File: config.mk
export PLATFORM = sky130hd
export DESIGN_NAME = portal_ind_mmio
export DESIGN_NICKNAME = d
export VERILOG_FILES = /design/src/rtl/portal_ind_pkg.sv /design/src/rtl/portal_ind_chan.sv /design/src/rtl/portal_ind_mmio.sv
export SDC_FILE = /design/constraint.sdc
export NUM_CORES = 1
export LEC_CHECK = 0
export ABC_AREA = 1
export CAP_MARGIN = 40
export CORE_ASPECT_RATIO = 0.7
export CORE_MARGIN = 1
export CORE_UTILIZATION = 30
export DETAILED_ROUTE_END_ITERATION = 16
export GPL_TIMING_DRIVEN = 1
export HOLD_SLACK_MARGIN = 0.03
export PLACE_DENSITY = 0.72
export SETUP_SLACK_MARGIN = 0.02
export SYNTH_ARGS = -nofsm -noshare
export SYNTH_HDL_FRONTEND = slang
export SYNTH_HIERARCHICAL = 1
export SYNTH_SLANG_ARGS = --single-unit
export TNS_END_PERCENT = 30
File: constraint.sdc
create_clock -name CLK -period 1.5 [get_ports CLK]
set_clock_uncertainty 0.15 [all_clocks]
set_input_delay 0.3 -clock CLK [delete_from_list [all_inputs] [get_ports CLK]]
set_output_delay 0.3 -clock CLK [all_outputs]
set_load 0.005 [all_outputs]
File: src/rtl/portal_ind_pkg.sv
// ============================================================================
// Module  : portal_ind_pkg
// Purpose : Register offsets, FSM states and STATUS bit positions shared by
//           the indication-portal MMIO block and its per-channel logic.
// Rev     : 1.0  initial release
// ============================================================================
`default_nettype none

package portal_ind_pkg;

  localparam int unsigned REG_STATUS    = 32'h000;
  localparam int unsigned REG_CHANNEL   = 32'h004;
  localparam int unsigned REG_INTR_EN   = 32'h008;
  localparam int unsigned REG_UF_CLR    = 32'h00C;
  localparam int unsigned REG_MSG_SEL   = 32'h010;
  localparam int unsigned REG_MSG_SIZE  = 32'h014;
  localparam int unsigned REG_CNT0      = 32'h020;
  localparam int unsigned REG_CNT1      = 32'h024;
  localparam int unsigned REG_IND0      = 32'h100;
  localparam int unsigned REG_IND1      = 32'h200;

  localparam logic [31:0] CHANNEL_NONE  = 32'hFFFF_FFFF;

  localparam int STATUS_ANY_BIT       = 0;
  localparam int STATUS_IND0_BIT      = 1;
  localparam int STATUS_IND1_BIT      = 2;
  localparam int STATUS_UNDERFLOW_BIT = 3;

  typedef enum logic [0:0] {
    ST_IDLE = 1'b0,
    ST_RESP = 1'b1
  } state_e;

endpackage

`default_nettype wire

File: src/rtl/portal_ind_chan.sv
// ============================================================================
// Module  : portal_ind_chan
// Purpose : One indication channel: pop strobe, sticky underflow flag and,
//           with PORTAL_IND_MMIO_STATS_EN, a wrapping 16-bit pop counter.
// Rev     : 1.0  initial release
// ============================================================================
`default_nettype none

module portal_ind_chan
  import portal_ind_pkg::*;
(
  input  logic        CLK,
  input  logic        RST_N,
  input  logic        pop_req,
  input  logic        not_empty,
  input  logic        underflow_clr,
  output logic        deq,
  output logic        underflow
`ifdef PORTAL_IND_MMIO_STATS_EN
  ,
  input  logic        cnt_clr,
  output logic [15:0] pop_cnt
`endif
);

  logic underflow_q, underflow_d;

  assign deq       = pop_req & not_empty;
  assign underflow = underflow_q;

  // A new underflow in the same cycle as a clear must survive the clear.
  always_comb begin
    underflow_d = underflow_q;
    if (underflow_clr)         underflow_d = 1'b0;
    if (pop_req && !not_empty) underflow_d = 1'b1;
  end

  always_ff @(posedge CLK or negedge RST_N) begin
    if (!RST_N) underflow_q <= 1'b0;
    else        underflow_q <= underflow_d;
  end

`ifdef PORTAL_IND_MMIO_STATS_EN
  logic [15:0] cnt_q, cnt_d;

  assign pop_cnt = cnt_q;

  always_comb begin
    cnt_d = cnt_q;
    if (cnt_clr)  cnt_d = 16'h0000;
    else if (deq) cnt_d = cnt_q + 16'h0001;
  end

  always_ff @(posedge CLK or negedge RST_N) begin
    if (!RST_N) cnt_q <= 16'h0000;
    else        cnt_q <= cnt_d;
  end
`endif

endmodule

`default_nettype wire

File: src/rtl/portal_ind_mmio.sv
// ============================================================================
// Module  : portal_ind_mmio
// Purpose : MMIO register front-end for two indication FIFOs with status,
//           interrupt and message-size lookup. Optional pop counters are
//           enabled by defining PORTAL_IND_MMIO_STATS_EN.
// Rev     : 1.0  initial release
// ============================================================================
`default_nettype none

module portal_ind_mmio
  import portal_ind_pkg::*;
#(
  parameter int ADDR_W = 12,
  parameter int NUM_CH = 2
) (
  input  logic              CLK,
  input  logic              RST_N,
  input  logic              req_valid,
  output logic              req_ready,
  input  logic              req_write,
  input  logic [ADDR_W-1:0] req_addr,
  input  logic [31:0]       req_wdata,
  output logic              rsp_valid,
  input  logic              rsp_ready,
  output logic [31:0]       rsp_data,
  input  logic [31:0]       ind0_first,
  input  logic              ind0_not_empty,
  output logic              ind0_deq,
  input  logic [31:0]       ind1_first,
  input  logic              ind1_not_empty,
  output logic              ind1_deq,
  output logic [15:0]       msg_size_method,
  input  logic [15:0]       msg_size,
  output logic              intr
);

  state_e      state_q, state_d;
  logic        req_ready_q, req_ready_d;
  logic        rsp_valid_q, rsp_valid_d;
  logic [31:0] rsp_data_q, rsp_data_d;
  logic        intr_en_q, intr_en_d;
  logic [15:0] msg_sel_q, msg_sel_d;
  logic        intr_q, intr_d;

  logic [ADDR_W-1:0] addr_w;
  logic              accept_w, rd_w, wr_w;
  logic [NUM_CH-1:0] ne_w, pop_req_w, deq_w, uf_w;
  logic              uf_clr_w;
  logic [31:0]       status_w, rdata_w;
  logic              unused_w;

  assign addr_w   = {req_addr[ADDR_W-1:2], 2'b00};
  assign accept_w = req_valid & req_ready_q;
  assign rd_w     = accept_w & ~req_write;
  assign wr_w     = accept_w &  req_write;
  assign ne_w     = {ind1_not_empty, ind0_not_empty};
  assign uf_clr_w = wr_w & (addr_w == ADDR_W'(REG_UF_CLR)) & req_wdata[0];
  assign unused_w = ^{req_addr[1:0], req_wdata[31:16]};

  assign pop_req_w[0] = rd_w & (addr_w == ADDR_W'(REG_IND0));
  assign pop_req_w[1] = rd_w & (addr_w == ADDR_W'(REG_IND1));

`ifdef PORTAL_IND_MMIO_STATS_EN
  logic [NUM_CH-1:0] cnt_clr_w;
  logic [15:0]       cnt_w [NUM_CH];
  assign cnt_clr_w[0] = wr_w & (addr_w == ADDR_W'(REG_CNT0));
  assign cnt_clr_w[1] = wr_w & (addr_w == ADDR_W'(REG_CNT1));
`endif

  for (genvar i = 0; i < NUM_CH; i++) begin : g_chan
    portal_ind_chan u_chan (
      .CLK           (CLK),
      .RST_N         (RST_N),
      .pop_req       (pop_req_w[i]),
      .not_empty     (ne_w[i]),
      .underflow_clr (uf_clr_w),
      .deq           (deq_w[i]),
      .underflow     (uf_w[i])
`ifdef PORTAL_IND_MMIO_STATS_EN
      ,
      .cnt_clr       (cnt_clr_w[i]),
      .pop_cnt       (cnt_w[i])
`endif
    );
  end

  always_comb begin
    status_w                       = 32'h0;
    status_w[STATUS_ANY_BIT]       = |ne_w;
    status_w[STATUS_IND0_BIT]      = ne_w[0];
    status_w[STATUS_IND1_BIT]      = ne_w[1];
    status_w[STATUS_UNDERFLOW_BIT] = |uf_w;
  end

  always_comb begin
    rdata_w = 32'h0;
    case (addr_w)
      ADDR_W'(REG_STATUS):   rdata_w = status_w;
      ADDR_W'(REG_CHANNEL):  rdata_w = ne_w[0] ? 32'd0 : (ne_w[1] ? 32'd1 : CHANNEL_NONE);
      ADDR_W'(REG_INTR_EN):  rdata_w = {31'h0, intr_en_q};
      ADDR_W'(REG_MSG_SEL):  rdata_w = {16'h0, msg_sel_q};
      ADDR_W'(REG_MSG_SIZE): rdata_w = {16'h0, msg_size};
      ADDR_W'(REG_IND0):     rdata_w = ne_w[0] ? ind0_first : 32'h0;
      ADDR_W'(REG_IND1):     rdata_w = ne_w[1] ? ind1_first : 32'h0;
`ifdef PORTAL_IND_MMIO_STATS_EN
      ADDR_W'(REG_CNT0):     rdata_w = {16'h0, cnt_w[0]};
      ADDR_W'(REG_CNT1):     rdata_w = {16'h0, cnt_w[1]};
`endif
      default:               rdata_w = 32'h0;
    endcase
  end

  // req_ready is registered, so it only rises on the first edge out of reset.
  always_comb begin
    state_d     = state_q;
    req_ready_d = req_ready_q;
    rsp_valid_d = rsp_valid_q;
    rsp_data_d  = rsp_data_q;
    case (state_q)
      ST_IDLE: begin
        req_ready_d = 1'b1;
        if (accept_w) begin
          state_d     = ST_RESP;
          req_ready_d = 1'b0;
          rsp_valid_d = 1'b1;
          rsp_data_d  = req_write ? 32'h0 : rdata_w;
        end
      end
      ST_RESP: begin
        if (rsp_ready) begin
          state_d     = ST_IDLE;
          req_ready_d = 1'b1;
          rsp_valid_d = 1'b0;
        end
      end
      default: state_d = ST_IDLE;
    endcase
  end

  always_comb begin
    intr_en_d = intr_en_q;
    msg_sel_d = msg_sel_q;
    if (wr_w && addr_w == ADDR_W'(REG_INTR_EN)) intr_en_d = req_wdata[0];
    if (wr_w && addr_w == ADDR_W'(REG_MSG_SEL)) msg_sel_d = req_wdata[15:0];
    intr_d = intr_en_q & (|ne_w);
  end

  always_ff @(posedge CLK or negedge RST_N) begin
    if (!RST_N) begin
      state_q     <= ST_IDLE;
      req_ready_q <= 1'b0;
      rsp_valid_q <= 1'b0;
      rsp_data_q  <= 32'h0;
      intr_en_q   <= 1'b0;
      msg_sel_q   <= 16'h0;
      intr_q      <= 1'b0;
    end else begin
      state_q     <= state_d;
      req_ready_q <= req_ready_d;
      rsp_valid_q <= rsp_valid_d;
      rsp_data_q  <= rsp_data_d;
      intr_en_q   <= intr_en_d;
      msg_sel_q   <= msg_sel_d;
      intr_q      <= intr_d;
    end
  end

  assign req_ready       = req_ready_q;
  assign rsp_valid       = rsp_valid_q;
  assign rsp_data        = rsp_data_q;
  assign ind0_deq        = deq_w[0];
  assign ind1_deq        = deq_w[1];
  assign msg_size_method = msg_sel_q;
  assign intr            = intr_q;

endmodule

`default_nettype wire

; ---- After elaboration in Yosys (flattened, before gate mapping)
; Index checks and enable logic that the tools add are counted.
[op_classes]
n_addsub = 0
muxes = 18
eq_ne = 9
bitwise_logic = 12
reduce_logical = 13
mul = 0
div = 0
n_shift = 0
n_lt_le_gt_ge = 0
[ops]
columns = cell, count
row1 = one-hot mux 32 bit (7 select lines), 1
row2 = 2-to-1 mux 32 bit, 5
row3 = equality test 10 x 2 -> 1 bit (second input constant), 2
row4 = equality test 10 x 3 -> 1 bit (second input constant), 2
row5 = zero test 12 bit, 1
row6 = AND 1 bit, 10
row7 = equality test 10 x 1 -> 1 bit (second input constant), 1
row8 = equality test 10 x 7 -> 1 bit (second input constant), 1
row9 = equality test 10 x 8 -> 1 bit (second input constant), 1
row10 = 2-to-1 mux 1 bit, 9
row11 = one-hot mux 1 bit (2 select lines), 3
row12 = logical AND 1 bit, 4
row13 = != test 2 bit (second input constant), 2
row14 = AND reduction 2 bit, 2
row15 = nonzero test 2 bit, 2
row16 = OR reduction 2 bit, 2
row17 = zero test 1 bit, 2
row18 = inverter 1 bit, 2
[totals]
elab_cells = 61
memories = 0
mem_bits_rw = 0
mem_bits_ro = 0
latch_bits = 0
input_bits = 131
out_inout_bits = 53
ff_bits = 55

; ---- Logic depth before layout (Yosys ltp)
[depth]
depth_word = 6
depth_mapped = 12
ltp_nobuf = 10

; ---- Cells and area by module
; Netlist, hierarchy kept.
[modules_own_cells]
columns = module, seq_area_each_um2, cells_per_inst, instances, area_per_inst_um2
row1 = portal_ind_mmio, 1326.3, 497, 1, 3423.3
row2 = portal_ind_chan, 25.0, 8, 2, 51.3

; ---- Least setup slack after synthesis
; No wires, ideal clock.
[synth_timing]
path_kind = input-to-reg
start = input port req_addr[7]
end = register msg_sel_q[6] (netlist: msg_size_method[6])
setup_ns = 0.125
arrival_time_ns = 1.344
required_time_ns = 1.225
slack_ns = -0.120
cell_stages = 7
path_cell_list = nor2_2 > nand2_2 > nor2_4 > buf_6 > nand3_4 > buf_6 > mux2_4
[synth_via]
elab_chain_cells = 2
[synth_lines]
columns = element, line
row1 = start: declaration, portal_ind_mmio.sv:21  ; input logic [ADDR_W-1:0] req_addr,
row2 = equality test 10 x 3 -> 1 bit, portal_ind_mmio.sv:144  ; if (wr_w && addr_w == ADDR_W'(REG_MSG_SEL)) msg_sel_d = req_wdata[15:0];
row3 = logical AND 1 bit, portal_ind_mmio.sv:144
row4 = end signal: assignment, portal_ind_mmio.sv:163  ; msg_sel_q <= msg_sel_d;
row5 = end: declaration, portal_ind_mmio.sv:42  ; logic [15:0] msg_sel_q, msg_sel_d;
; No other way between the ends.
; A chain may end at the register's enable or synchronous reset.

; ---- Final worst setup path
[layout_timing]
start = input port req_addr[4]
end = output port ind0_deq
[layout_via]
elab_chain_cells = 3
[layout_lines]
columns = element, line
row1 = equality test 10 x 7 -> 1 bit, portal_ind_mmio.sv:60  ; assign pop_req_w[0] = rd_w & (addr_w == ADDR_W'(REG_IND0));
row2 = AND 1 bit, portal_ind_mmio.sv:60
row3 = named net pop_req_w[0], portal_ind_mmio.sv:47  ; logic [NUM_CH-1:0] ne_w, pop_req_w, deq_w, uf_w;
row4 = AND 1 bit, portal_ind_chan.sv:28  ; assign deq = pop_req & not_empty;
row5 = end: declaration, portal_ind_mmio.sv:28  ; output logic ind0_deq,
; The timed path passes the listed nets, and every way through them passes these cells.

==> implementation parameters <==
Parameter                              Value

Status
  Status ... finished, violations left
  Violated checks ... negative setup slack

Floorplanning
  Placeable Area ... 11,210 um^2
  Starting density of the core ... 31.45%
  Die footprint ... about 12,000 um^2
  Top-Level Pins ... 184
  Row Count ... 32
  Height of the die ... 92.71 um
  X dimension of the die ... 131.6 um

Placed design
  HPWL after DPL ... 9329 um
  Routability congestion estimate ... 0.8985
  Number of buffers added on ports ... 165
  Post-placement cell area ... 5634 um^2
  Number of instances in the placed design ... about 840
  Post-place setup slack ... -1.027 ns

Finish
  Reg area ... 1376 um^2
  Fill cells ... 1,054
  Final antenna diode count ... 0
  Cell area after layout ... roughly 6200 um^2
  Share of final-layout standard cells stronger than drive strength 1 ... 21.85%
  Count of nets after finishing ... 844
  Layout Utilization ... 55.20%
  Multi-input logic area ... between 2000 and 2500 um^2
  Synthesis-to-layout area growth ... 75.51%
  Non-filler instance count after layout ... approximately 870

Setup path
  Maximum net fanout on the critical path ... 2
  Element type at the critical path end ... primary output
  Required @ worst endpoint ... approximately 1.1 ns
  Data arrival time at the worst-slack endpoint ... 1.26 ns
  Minimum setup slack among reg-to-reg paths ... -0.15 ns
  Crit Reg-Reg Endpoint ... msg_size_method[15]$_DFFE_PN0P_
  Class of the most critical setup path ... input pin to primary output
  CP Launch Type ... input pin
  Cells on worst reg2reg path ... 6
  Beginning of the worst register-to-register path ... req_ready$_DFFE_PN0P_

Min path
  Worst Hold Launch ... rsp_data[8]$_DFFE_PN0P_
  WHS Endpoint ... rsp_data[8]$_DFFE_PN0P_
  Type of the worst min-delay path ... flip-flop to flip-flop
  Number of cells traversed by the worst hold path ... 2

Logic synthesis
  Post-synthesis net count ... 644
  Combinational family with the most area after synthesis ... simple AND/OR/NAND/NOR gates
  Fraction of the mapped netlist area in compound gates ... less than 1%
  Yosys reg bits ... 55
  Count of flip-flops with a built-in enable after synthesis ... 0
  Post-synthesis cell count ... 513
  Top cells by area in the synthesized netlist ... sky130_fd_sc_hd__dfrtp_1, sky130_fd_sc_hd__nand2_1, sky130_fd_sc_hd__nand4_1, sky130_fd_sc_hd__nand3_1, sky130_fd_sc_hd__nor2_1
  Cell area after synthesis ... 3526 um^2
  Post-synth top cells ... sky130_fd_sc_hd__nand2_1, sky130_fd_sc_hd__dfrtp_1, sky130_fd_sc_hd__nand3_1
  Post-synthesis cell type with the largest combined area ... sky130_fd_sc_hd__dfrtp_1
  Post-Synth Simple-Gate Area ... 45.71%
  Primary flip-flop cell chosen by synthesis mapping ... sky130_fd_sc_hd__dfrtp_1
  Multiplexer share of the synthesized area ... 4.578%
  Adder-cell area share of the yosys netlist ... 0%
  Avg Cell Area, Syn ... 6.873 um^2
  Post-synthesis share of cell area spent on xor and xnor gates ... 0%
  Synth async-reset ratio ... 100.0%
  Synth top area share ... about two fifths
  Number of unique standard cell types used by synthesis ... 23
  Synth Warn # ... 6
  Dominant cell by count in the synthesized netlist ... sky130_fd_sc_hd__nand2_1
  Share of the yosys chip area belonging to registers ... 39.03%

Detailed routing
  WL per Instance ... 15.77 um
  DR iter-0 viols ... 181
  Remaining routing DRC violations ... 0
  Post-route antenna net violation count ... 0
  Drt pass-1 iters ... 5
  Vias post-DR ... around 4.2k
  Post-Route WL ... 13,670 um
  Ratio of routed vias to standard cells ... 4.900

Clocking
  Level count of the clock H-tree ... 2
  Buffer levels on the longest clock path ... 2
  Total clock buffers created by CTS ... 5
  Clock-pin slew on the worst setup and hold paths ... 0.07 ns
  Cell at the root of the clock tree ... sky130_fd_sc_hd__clkbuf_16
  TritonCTS clock tree ... yes
  Clock sink count ... 55
  Clk Latency, worst-skew pair ... 0.30 ns

Timing
  Final setup viols ... 49
  Worst Slack Setup Final ... -0.2085 ns
  Max Clock Freq ... 585.3 MHz
  Relative slew slack ... between 70% and 80%
  Unrepaired setup endpoints after global routing ... true
  Worst hold slack ... 0.3281 ns
  Hold Violations, Final ... 0
  Final slew viol count ... 0
  Time the final worst path needs with I/O delays and setup ... 1.709 ns
  Fin crit share ... 113.9%
  Measured slew at the worst slew-check pin ... 0.3810 ns
  Final-layout setup total negative slack ... -7.460 ns

Global route
  GR Util All Layers ... 22.34%
  Antenna violations before repair ... 0
  Global route total overflow ... 0
  Vias in the first global route ... 4,165
  Largest net degree at the start of global routing ... 56
  First-pass GRT wire length ... 21,370 um

Power and ir drop
  Design Power ... 3.636 mW
  Leakage component of the power ... 3.527 nW
  Maximum vdd drop ... 779.9 uV
  PwrDens ... 587.6 nW/um^2

Run
  Number of max-capacitance violations reported ... 0
[area by class of cell]
class	instances	share of cell area (%)
Tap cell	153	3.093
Sequential cell	55	22.24
Clock inverter	2	0.2022
Timing Repair Buffer	227	36.43
Multi-Input combinational cell	379	33.22
Inverter	45	2.729
Clock buffer	6	2.082
[critical path, stage by stage]
cell and delay, ns:
sky130_fd_sc_hd__buf_2 0.12, sky130_fd_sc_hd__nor2_4 0.11, sky130_fd_sc_hd__nand2_4 0.08, sky130_fd_sc_hd__nor2_4 0.13
sky130_fd_sc_hd__nand2_2 0.08, sky130_fd_sc_hd__nor3_2 0.20, sky130_fd_sc_hd__nand2_1 0.08, sky130_fd_sc_hd__inv_1 0.06
sky130_fd_sc_hd__buf_2 0.10
[registers in the layout, indices dropped and copies added (netlist names)]
signal	cells
intr	1
state_q	1
intr_en_q	1
rsp_valid	1
rsp_data	32
req_ready	1
msg_size_method	16
g_chan.u_chan/underflow	2
[worst max-delay path by stage]
stage | startpoint | end | slack (ns) | cells past startpoint
6_report | req_addr[4] | ind0_deq | -0.21 | 9
5_1_grt | req_addr[11] | ind1_deq | -0.31 | 10
4_1_cts | req_addr[6] | ind1_deq | -0.24 | 10
3_5_place_dp | req_addr[5] | ind1_deq | -1.03 | 9
3_3_place_gp | req_addr[5] | ind0_deq | -0.96 | 9
2_1_floorplan | req_addr[7] | msg_size_method[6]$_DFFE_PN0P_ | -0.06 | 7
[cell families (layout without fill, tap and decap cells)]
kind of cell / Yosys count / count (layout)
simple gates: 360 / 360
compound gates: 6 / 6
buf+inv: 79 / 280
mux: 13 / 13
flops: 55 / 55
[power by group]
| part | internal (mW) | leakage [nW] | switching, mW | total [mW] |
|---|---|---|---|---|
| registers | 1.53 | 0.742 | 0.0368 | 1.56 |
| clock network | 0.619 | 0.0669 | 0.560 | 1.18 |
| logic | 0.484 | 2.72 | 0.409 | 0.894 |
[layer usage]
layer | wire length (um) | vias up | GRT usage [%]
met3 | 913 | 14 | 4.269
met4 | 143 | 0 | 5.039
li1 | - | 2061 | -
met5 | 0 | - | 0
met1 | 6228 | 2008 | 29.45
met2 | 6383 | 165 | 37.87
[cells in the final DEF, fill, tap and decap left out, types with 15 or more instances in the layout]
master,n
sky130_fd_sc_hd__inv_1,42
sky130_fd_sc_hd__nor2_1,31
sky130_fd_sc_hd__nand2_1,161
sky130_fd_sc_hd__nand3_1,53
sky130_fd_sc_hd__buf_4,37
sky130_fd_sc_hd__nand4_1,51
sky130_fd_sc_hd__dlygate4sd2_1,52
sky130_fd_sc_hd__buf_6,15
sky130_fd_sc_hd__dfrtp_1,55
sky130_fd_sc_hd__clkdlybuf4s50_1,97
sky130_fd_sc_hd__nand2_2,21
[timing repair]
action | CTS | global route
setup endpoints to repair | 104 | 54
pin swaps | 14 | 29
hold endpoints to repair | 55 | 0
hold buffers | 1 | 0
resized for setup | 124 | 64
buffers inserted | 12 | 4
gates cloned | 2 | 3
No activity file was read; power rests on OpenSTA's default activity.
